## src/rtl/sgndiv_pkg.sv

```systemverilog
// sgndiv_pkg: shared definitions for the signed divider family.
//   sgndiv_state_e : control sequence IDLE -> ABS -> DIV -> FIX
//   sgndiv_err_e   : error classification latched before the iteration starts
//   err_flag()     : collapses an error code to the single o_err bit
package sgndiv_pkg;

  typedef enum logic [1:0] {
    ST_IDLE = 2'd0,
    ST_ABS  = 2'd1,
    ST_DIV  = 2'd2,
    ST_FIX  = 2'd3
  } sgndiv_state_e;

  typedef enum logic [1:0] {
    ERR_NONE = 2'd0,
    ERR_ZERO = 2'd1,
    ERR_OVF  = 2'd2
  } sgndiv_err_e;

  function automatic logic err_flag(input sgndiv_err_e e);
    return (e != ERR_NONE);
  endfunction

endpackage

```

## src/rtl/sgndiv_if.sv

```systemverilog
// sgndiv_if: request/result bundle of the signed divider.
//   i_wr/i_n/i_d/i_aux            : request (driven by master)
//   o_busy/o_valid/o_q/o_r/o_err/o_aux : status and result (driven by slave)
//   master : requester side, slave : divider side
interface sgndiv_if #(
  parameter int NN = 24,
  parameter int ND = 12
);
  logic                 i_wr;
  logic signed [NN-1:0] i_n;
  logic signed [ND-1:0] i_d;
  logic                 i_aux;
  logic                 o_busy;
  logic                 o_valid;
  logic signed [NN-1:0] o_q;
  logic signed [ND-1:0] o_r;
  logic                 o_err;
  logic                 o_aux;

  modport master (
    output i_wr, i_n, i_d, i_aux,
    input  o_busy, o_valid, o_q, o_r, o_err, o_aux
  );

  modport slave (
    input  i_wr, i_n, i_d, i_aux,
    output o_busy, o_valid, o_q, o_r, o_err, o_aux
  );
endinterface

```

## src/rtl/sgndiv_udiv_core.sv

```systemverilog
// sgndiv_udiv_core: unsigned restoring divider, one quotient bit per clock.
//   i_clk, i_reset : clock, synchronous active-high reset
//   i_start        : load magnitudes i_n/i_d and begin NN iterations
//   o_done         : high during the final iteration cycle
//   o_q            : unsigned quotient (valid the cycle after o_done)
//   o_r            : unsigned remainder, present only with SGNDIV_REM_EN
module sgndiv_udiv_core #(
  parameter int NN = 24,
  parameter int ND = 12
) (
  input  logic          i_clk,
  input  logic          i_reset,
  input  logic          i_start,
  input  logic [NN-1:0] i_n,
  input  logic [ND-1:0] i_d,
  output logic          o_done,
  output logic [NN-1:0] o_q
`ifdef SGNDIV_REM_EN
  ,
  output logic [ND-1:0] o_r
`endif
);

  localparam int CW = $clog2(NN);

  logic          run_q, run_d;
  logic [CW-1:0] cnt_q, cnt_d;
  logic [NN-1:0] nq_q, nq_d;
  logic [ND-1:0] rem_q, rem_d;
  logic [ND-1:0] dv_q, dv_d;
  logic [ND:0]   shifted;
  logic [ND:0]   diff;
  logic          qbit;

  // nq_q doubles as numerator shifter and quotient accumulator: each step
  // consumes its MSB and appends the new quotient bit at the LSB.
  // The partial remainder stays below |d| <= 2^(ND-1), so the shifted value
  // fits ND bits and bit ND of the difference is a valid borrow/sign.
  always_comb begin
    run_d   = run_q;
    cnt_d   = cnt_q;
    nq_d    = nq_q;
    rem_d   = rem_q;
    dv_d    = dv_q;
    shifted = {rem_q, nq_q[NN-1]};
    diff    = shifted - {1'b0, dv_q};
    qbit    = ~diff[ND];
    if (i_start) begin
      run_d = 1'b1;
      cnt_d = CW'(NN - 1);
      nq_d  = i_n;
      rem_d = '0;
      dv_d  = i_d;
    end else if (run_q) begin
      nq_d  = {nq_q[NN-2:0], qbit};
      rem_d = qbit ? diff[ND-1:0] : shifted[ND-1:0];
      cnt_d = cnt_q - CW'(1);
      if (cnt_q == '0) begin
        run_d = 1'b0;
      end
    end
  end

  always_ff @(posedge i_clk) begin
    if (i_reset) begin
      run_q <= 1'b0;
      cnt_q <= '0;
      nq_q  <= '0;
      rem_q <= '0;
      dv_q  <= '0;
    end else begin
      run_q <= run_d;
      cnt_q <= cnt_d;
      nq_q  <= nq_d;
      rem_q <= rem_d;
      dv_q  <= dv_d;
    end
  end

  assign o_done = run_q && (cnt_q == '0);
  assign o_q    = nq_q;
`ifdef SGNDIV_REM_EN
  assign o_r    = rem_q;
`endif

endmodule

```

## src/rtl/sgndiv.sv

```systemverilog
// sgndiv: sequential signed divider, latency NN+2 clocks, truncating quotient.
//   i_clk, i_reset : clock, synchronous active-high reset
//   bus (slave)    : i_wr/i_n/i_d/i_aux request, accepted while o_busy is low;
//                    o_valid one-cycle result pulse with o_q/o_r/o_err/o_aux,
//                    results hold until the next completion.
// Build option: SGNDIV_REM_EN builds the signed remainder path; without it
// o_r is tied to zero.
module sgndiv
  import sgndiv_pkg::*;
#(
  parameter int NN = 24,
  parameter int ND = 12
) (
  input logic     i_clk,
  input logic     i_reset,
  sgndiv_if.slave bus
);

  localparam logic [NN-1:0] Q_MAX = {1'b0, {(NN-1){1'b1}}};
  localparam logic [NN-1:0] Q_MIN = {1'b1, {(NN-1){1'b0}}};

  sgndiv_state_e state_q, state_d;
  logic [NN-1:0] n_q, n_d;
  logic [ND-1:0] d_q, d_d;
  logic          aux_q, aux_d;
  logic          q_sgn_q, q_sgn_d;
  logic          r_sgn_q, r_sgn_d;
  sgndiv_err_e   err_q, err_d;
  logic          valid_q, valid_d;
  logic [NN-1:0] q_q, q_d;
  logic          oerr_q, oerr_d;
  logic          oaux_q, oaux_d;
`ifdef SGNDIV_REM_EN
  logic [ND-1:0] r_q, r_d;
  logic [ND-1:0] ur;
`endif

  logic [NN-1:0] abs_n;
  logic [ND-1:0] abs_d;
  logic [NN-1:0] uq;
  logic          core_start;
  logic          core_done;

  sgndiv_udiv_core #(
    .NN(NN),
    .ND(ND)
  ) u_core (
    .i_clk   (i_clk),
    .i_reset (i_reset),
    .i_start (core_start),
    .i_n     (abs_n),
    .i_d     (abs_d),
    .o_done  (core_done),
    .o_q     (uq)
`ifdef SGNDIV_REM_EN
    ,
    .o_r     (ur)
`endif
  );

  always_comb begin
    state_d    = state_q;
    n_d        = n_q;
    d_d        = d_q;
    aux_d      = aux_q;
    q_sgn_d    = q_sgn_q;
    r_sgn_d    = r_sgn_q;
    err_d      = err_q;
    valid_d    = 1'b0;
    q_d        = q_q;
    oerr_d     = oerr_q;
    oaux_d     = oaux_q;
`ifdef SGNDIV_REM_EN
    r_d        = r_q;
`endif
    core_start = 1'b0;
    // Magnitudes as NN/ND-bit unsigned: the most negative value maps to 2^(W-1).
    abs_n      = n_q[NN-1] ? ('0 - n_q) : n_q;
    abs_d      = d_q[ND-1] ? ('0 - d_q) : d_q;

    unique case (state_q)
      ST_IDLE: begin
        if (bus.i_wr) begin
          n_d     = bus.i_n;
          d_d     = bus.i_d;
          aux_d   = bus.i_aux;
          state_d = ST_ABS;
        end
      end
      ST_ABS: begin
        // The core latches the magnitudes on this edge; the iteration still
        // runs on error so latency never depends on the operands.
        core_start = 1'b1;
        q_sgn_d    = n_q[NN-1] ^ d_q[ND-1];
        r_sgn_d    = n_q[NN-1];
        if (d_q == '0) begin
          err_d = ERR_ZERO;
        end else if ((n_q == Q_MIN) && (d_q == '1)) begin
          err_d = ERR_OVF;
        end else begin
          err_d = ERR_NONE;
        end
        state_d = ST_DIV;
      end
      ST_DIV: begin
        if (core_done) begin
          state_d = ST_FIX;
        end
      end
      ST_FIX: begin
        valid_d = 1'b1;
        oaux_d  = aux_q;
        oerr_d  = err_flag(err_q);
        unique case (err_q)
          ERR_ZERO: q_d = r_sgn_q ? Q_MIN : Q_MAX;
          ERR_OVF:  q_d = Q_MAX;
          default:  q_d = q_sgn_q ? ('0 - uq) : uq;
        endcase
`ifdef SGNDIV_REM_EN
        if (err_flag(err_q)) begin
          r_d = '0;
        end else begin
          r_d = r_sgn_q ? ('0 - ur) : ur;
        end
`endif
        state_d = ST_IDLE;
      end
      default: state_d = ST_IDLE;
    endcase
  end

  always_ff @(posedge i_clk) begin
    if (i_reset) begin
      state_q <= ST_IDLE;
      n_q     <= '0;
      d_q     <= '0;
      aux_q   <= 1'b0;
      q_sgn_q <= 1'b0;
      r_sgn_q <= 1'b0;
      err_q   <= ERR_NONE;
      valid_q <= 1'b0;
      q_q     <= '0;
      oerr_q  <= 1'b0;
      oaux_q  <= 1'b0;
`ifdef SGNDIV_REM_EN
      r_q     <= '0;
`endif
    end else begin
      state_q <= state_d;
      n_q     <= n_d;
      d_q     <= d_d;
      aux_q   <= aux_d;
      q_sgn_q <= q_sgn_d;
      r_sgn_q <= r_sgn_d;
      err_q   <= err_d;
      valid_q <= valid_d;
      q_q     <= q_d;
      oerr_q  <= oerr_d;
      oaux_q  <= oaux_d;
`ifdef SGNDIV_REM_EN
      r_q     <= r_d;
`endif
    end
  end

  // Busy drops on the edge that raises o_valid, so the o_valid cycle accepts.
  assign bus.o_busy  = (state_q != ST_IDLE);
  assign bus.o_valid = valid_q;
  assign bus.o_q     = q_q;
  assign bus.o_err   = oerr_q;
  assign bus.o_aux   = oaux_q;
`ifdef SGNDIV_REM_EN
  assign bus.o_r     = r_q;
`else
  assign bus.o_r     = '0;
`endif

endmodule

```

## src/flat_wrapper.sv

```systemverilog
// flat-port wrapper written by rule: the top's interface ports become plain ports
module sgndiv_flat import sgndiv_pkg::*;
#(
  parameter int NN = 24,
  parameter int ND = 12
)
  (i_clk, i_reset, bus_i_wr, bus_i_n, bus_i_d, bus_i_aux, bus_o_busy, bus_o_valid, bus_o_q, bus_o_r, bus_o_err, bus_o_aux);
  sgndiv_if #(.NN(NN), .ND(ND)) bus_i ();
  input logic i_clk;
  input logic i_reset;
  input wire logic [$bits(bus_i.i_wr)-1:0] bus_i_wr;
  input wire logic [$bits(bus_i.i_n)-1:0] bus_i_n;
  input wire logic [$bits(bus_i.i_d)-1:0] bus_i_d;
  input wire logic [$bits(bus_i.i_aux)-1:0] bus_i_aux;
  output wire logic [$bits(bus_i.o_busy)-1:0] bus_o_busy;
  output wire logic [$bits(bus_i.o_valid)-1:0] bus_o_valid;
  output wire logic [$bits(bus_i.o_q)-1:0] bus_o_q;
  output wire logic [$bits(bus_i.o_r)-1:0] bus_o_r;
  output wire logic [$bits(bus_i.o_err)-1:0] bus_o_err;
  output wire logic [$bits(bus_i.o_aux)-1:0] bus_o_aux;
  assign bus_i.i_wr = bus_i_wr;
  assign bus_i.i_n = bus_i_n;
  assign bus_i.i_d = bus_i_d;
  assign bus_i.i_aux = bus_i_aux;
  assign bus_o_busy = bus_i.o_busy;
  assign bus_o_valid = bus_i.o_valid;
  assign bus_o_q = bus_i.o_q;
  assign bus_o_r = bus_i.o_r;
  assign bus_o_err = bus_i.o_err;
  assign bus_o_aux = bus_i.o_aux;
  sgndiv #(.NN(NN), .ND(ND)) u_core (.i_clk(i_clk), .i_reset(i_reset), .bus(bus_i));
endmodule
```

## config.mk

```make
export PLATFORM = sky130hd
export DESIGN_NAME = sgndiv_flat
export DESIGN_NICKNAME = d
export VERILOG_FILES = /design/src/rtl/sgndiv_pkg.sv /design/src/rtl/sgndiv_if.sv /design/src/rtl/sgndiv_udiv_core.sv /design/src/rtl/sgndiv.sv /design/src/flat_wrapper.sv
export SDC_FILE = /design/constraint.sdc
export NUM_CORES = 1
export LEC_CHECK = 0
export CAP_MARGIN = 20
export CELL_PAD_IN_SITES_DETAIL_PLACEMENT = 0
export CELL_PAD_IN_SITES_GLOBAL_PLACEMENT = 1
export CORE_ASPECT_RATIO = 2
export CORE_MARGIN = 2
export CORE_UTILIZATION = 42
export DETAILED_ROUTE_END_ITERATION = 10
export PLACE_DENSITY = 0.89
export REMOVE_ABC_BUFFERS = 1
export SYNTH_ARGS = -nofsm -noshare
export SYNTH_HDL_FRONTEND = slang
export SYNTH_HIERARCHICAL = 1
export SYNTH_SLANG_ARGS = --single-unit
```

## constraint.sdc

```tcl
create_clock -name i_clk -period 2.77 [get_ports i_clk]
set_input_delay 0.4155 -clock i_clk [delete_from_list [all_inputs] [get_ports i_clk]]
set_output_delay 0.4155 -clock i_clk [all_outputs]
set_load 0.1 [all_outputs]
```

==> results.md <==
Synthesis:
- The most used flip-flop cell after synthesis is sky130_fd_sc_hd__dfxtp_1.
- Counting flops with an async set or reset pin after synthesis yields a share of 0%.
- After Yosys synthesis, XOR and XNOR cells account for approximately 7.1% of the synthesized area.
- In this run, synthesis inferred 0 flip-flops with an integrated enable.
- The mux contribution to synthesized area is under 10%.
- The number of distinct library cell variants in the gate-level netlist after synthesis is 69.
- After synthesis, the largest family of logic cells by area is simple AND/OR/NAND/NOR gates.
- After synthesis, the mean cell area works out to 7.89 um^2.
- The proportion of synthesized chip area in sequential cells is around a third.
- The compound-gate portion of the synthesized area is between 10% and 20%.
- Of the total synthesized cell area, the portion taken by AND, OR, NAND and NOR gates is 22.2%.
- The synthesized netlist cell count is between 800 and 900.
- For this run, the number of Yosys warnings is 6.
- After synthesis the cells add up to between 7000 and 8000 um^2.
- The number of synthesized register bits is around 120.
- The synthesized netlist devotes approximately 4.7% of its cell area to adder and majority cells.

Run status:
- The flow ran to the end, and the final reports show no timing, DRC or antenna violations.

STA:
- The total count of hold-check failures in the final report is 0.
- Summed over all failing endpoints, the final setup total negative slack is 0 ns.
- The part of the cycle the worst path needs is 91.7%.
- Setup repair after global routing left no endpoint under its margin.
- The fmax is ~400 MHz.
- The slew at the pin closest to its max-slew limit is about 0.8 ns.
- The worst pin sits at a relative slew slack of a little under half.
- The worst path in the final design needs a cycle of between 2 and 3 ns, including I/O delays and setup.
- After layout, the worst setup slack is between 0.2 and 0.25 ns.
- On the final layout, the worst clock skew is between 0.009 and 0.01 ns.
- The final count of pins violating max slew came to 0.
- Setup violations remaining at the end of the flow were counted as 0.

Pwr:
- The internal cell power is between 0.005 and 0.006 W.
- The leakage power is 3.27 nW.
- The sequential group share of total power is a little over a quarter.
- The switching power of the nets is roughly 0.0042 W.
- The cell area power density is 1160 nW/um^2.
- Net switching is a little over two fifths of the power.
- Across the VDD grid, the largest voltage drop is 0.725 mV.
- The power share of the clock group is approximately a quarter.
- The combinational power share is between 50% and 60%.

Setup path:
- At the worst endpoint, the required time is 3.11 ns.
- The worst setup path is captured at a flip-flop.
- The critical path starts at u_core/u_core/dv_q[8].
- The critical-path maximum fanout is 12.
- The start-to-end type of the worst setup path is reg2reg.
- The arrival time at the worst endpoint is approximately 2.9 ns.
- The worst setup path is launched from a flip-flop.
- The reg-to-reg critical path startpoint is u_core/u_core/dv_q[8].

Floorplan:
- The floorplan has 67 rows.
- The number of I/O pins is 80.
- The full die area is 17,900 um^2.
- The floorplan step set the die width to between 90 and 100 um.
- The core area is 16,600 um^2.
- Once the floorplan was initialized, standard cells occupied approximately 42% of the core.
- In this run the vertical extent of the chip is about 190 um.

Global route:
- The number of global-route vias before repair is between 5,000 and 6,000.
- The initial antenna violation count is 0.
- The first global-routing pass estimated ~28,000 um of wire.
- The maximum number of pins on one net before global-route repair is slightly above 60.
- Summed over all layers, the global routing overflow is 0.
- Global routing consumed, over all layers together, about a fifth of the routing resources.

Cells and area:
- The most common cell after layout, fill and taps aside is sky130_fd_sc_hd__dfxtp_1.
- The share of the core filled with cells is between 50% and 60%.
- After routing the design area is 8380 um^2.
- The filler cell count in the final layout is 1,640.
- The finished layout holds 1,160 standard cells, fillers aside.
- Relative to the synthesized area, the layout overhead comes to 19.0%.
- The top cell types in the final layout, fill and taps aside, are 123 x sky130_fd_sc_hd__dfxtp_1, 108 x sky130_fd_sc_hd__nor2_1, 104 x sky130_fd_sc_hd__nand2_1, 92 x sky130_fd_sc_hd__a21oi_1, 48 x sky130_fd_sc_hd__buf_4.
- For this run, the post-layout net count is roughly 1,000.
- 0 antenna diodes ended up in the layout.
- Cells with a size suffix above 1 make up 9.86% of the layout.

Clock tree:
- In this run, post-CTS hold repair placed 0 buffers.
- The number of gates resized after CTS was 0.
- The total clock buffers created by CTS is 17.
- The later-pin clock latency in the skew report is 0.41 ns.
- The CTS clock-pin slew for the worst setup and hold paths is ~0.060 ns.
- Post-CTS timing repair inserted 0 buffers for setup.
- The cell sitting at the root of the clock tree is a sky130_fd_sc_hd__clkbuf_16.
- TritonCTS built the clock tree.
- The depth of the CTS H-tree is 4.
- In this run the deepest clock path goes through 2 buffers.
- The tree built by TritonCTS fans out to between 100 and 150 sinks.

Place:
- The routability-driven placement congestion ratio is around 0.85.
- The placed instances occupy a cell area of 7760 um^2.
- At the placement stage, the worst setup path has a slack of roughly 0.24 ns.
- The sum of net half-perimeters after detailed placement is roughly 12,000 um.
- The total placed cells including tap cells is 1,128.
- The total of buffers placed on input and output ports is 67.

Detailed routing:
- For this run, the detailed router's first-pass iteration total came to 5.
- In this run the remaining antenna-violating nets after routing total 0.
- After the first detailed-routing iteration, the DRC count stood at between 300 and 400.
- The routed wire length per instance is approximately 14 um.
- The routed layout has just over 6,000 vias.
- After detailed routing, the number of remaining DRC violations is 0.
- The final layout contains routed wiring with a total length of 16,200 um.
- After detailed routing, the number of vias per cell comes to roughly 5.4.

Flow run:
- The tool flagged a number of max-cap violations equal to 0.

Worst hold path:
- The min-delay analysis places its worst path in the category reg2reg.
- The worst hold path begins at u_core/aux_q.
==> stage by stage <==
step / hold slack, ns / power [W]
floorplan: 0.430 / 0.00617
global placement: 0.445 / 0.00735
detailed placement: 0.449 / 0.00742
CTS: 0.457 / 0.00973
global route: 0.471 / 0.0104
finish: 0.456 / 0.00969
==> power groups by stage <==
stage	registers [W]	clock network [W]	logic [W]
2_1_floorplan	0.00299	0	0.00317
3_3_place_gp	0.00258	0	0.00477
3_5_place_dp	0.00260	0	0.00482
4_1_cts	0.00257	0.00232	0.00484
5_1_grt	0.00264	0.00241	0.00535
6_report	0.00257	0.00228	0.00484
==> critical path, cell delays in order (launching register included) <==
cell and delay (ns):
sky130_fd_sc_hd__dfxtp_1 0.32, sky130_fd_sc_hd__inv_1 0.04, sky130_fd_sc_hd__ha_1 0.34, sky130_fd_sc_hd__and3_4 0.23, sky130_fd_sc_hd__a221o_1 0.34, sky130_fd_sc_hd__a21o_1 0.23, sky130_fd_sc_hd__or3_4 0.43, sky130_fd_sc_hd__a2111oi_2 0.38
sky130_fd_sc_hd__a311o_1 0.16
==> Yosys cell counts, drive strengths merged, types with 4 or more instances <==
cell       n  area share [%]
a211oi     5            0.53
a21o       5            0.53
a21oi     92             6.5
a31oi      8            0.71
and2       4            0.36
and3       6            0.60
buf       27             2.3
clkbuf    41             2.2
dfxtp    124              35
ha        25             4.4
inv       35             1.9
mux2i     39             5.5
nand2    104             5.5
nand2b    10            0.89
nand3     21             1.5
nand3b     5            0.53
nor2     108             5.8
nor3      18             1.3
nor4      14             1.5
o2111ai    7            0.87
o211ai     4            0.43
o21ai     43             3.1
o21bai     5            0.53
o31ai     14             1.5
o41ai     10             1.2
or3       10            0.96
or4        6            0.80
xnor2     43             5.4
xor2      14             1.7
==> sequential cells by signal, summed over array words and instances, names as in the netlist <==
signal	flops
u_core/aux_q	1
u_core/bus.o_aux	1
u_core/bus.o_err	1
u_core/bus.o_q	24
u_core/bus.o_valid	1
u_core/d_q	12
u_core/err_q	2
u_core/n_q	24
u_core/q_sgn_q	1
u_core/r_sgn_q	1
u_core/state_q	2
u_core/u_core/cnt_q	5
u_core/u_core/dv_q	12
u_core/u_core/o_q	24
u_core/u_core/rem_q	12
u_core/u_core/run_q	1
==> worst paths after layout <==
path | to | slack [ns] | cells past startpoint
worst max-delay path | u_core/u_core/rem_q[1] | 0.23 | 8
worst min-delay path | u_core/aux_q | 0.46 | 2
worst max register to register | u_core/u_core/rem_q[1] | 0.23 | 8
worst min register to register | u_core/aux_q | 0.46 | 2
==> cells by family after synthesis <==
group,Yosys count
multiplexers,39
flip-flops,124
adder cells (fa/ha/maj),26
AO/OA/AOI/OAI,215
buffers and inverters,103
other,1
AND/OR/NAND/NOR,327
XOR/XNOR,57
==> layout make-up <==
type                            instances  area (um^2)  area share, %
Multi-Input combinational cell        676         4150           49.5
Sequential cell                       124         2480           29.6
Timing Repair Buffer                   86          741           8.84
Clock buffer                           21          470           5.62
Tap cell                              207          259           3.09
Clock inverter                         11          141           1.69
Inverter                               35          131           1.57
==> metal layers <==
layer | vias to the layer above | track usage, % | routed length (um)
li1 | 3178 | - | -
met1 | 2879 | 26.0 | 7550
met2 | 150 | 29.7 | 7670
met3 | 19 | 3.71 | 747
met4 | 0 | 5.00 | 231
met5 | - | 0 | 0
No activity file was read; power rests on OpenSTA's default activity.
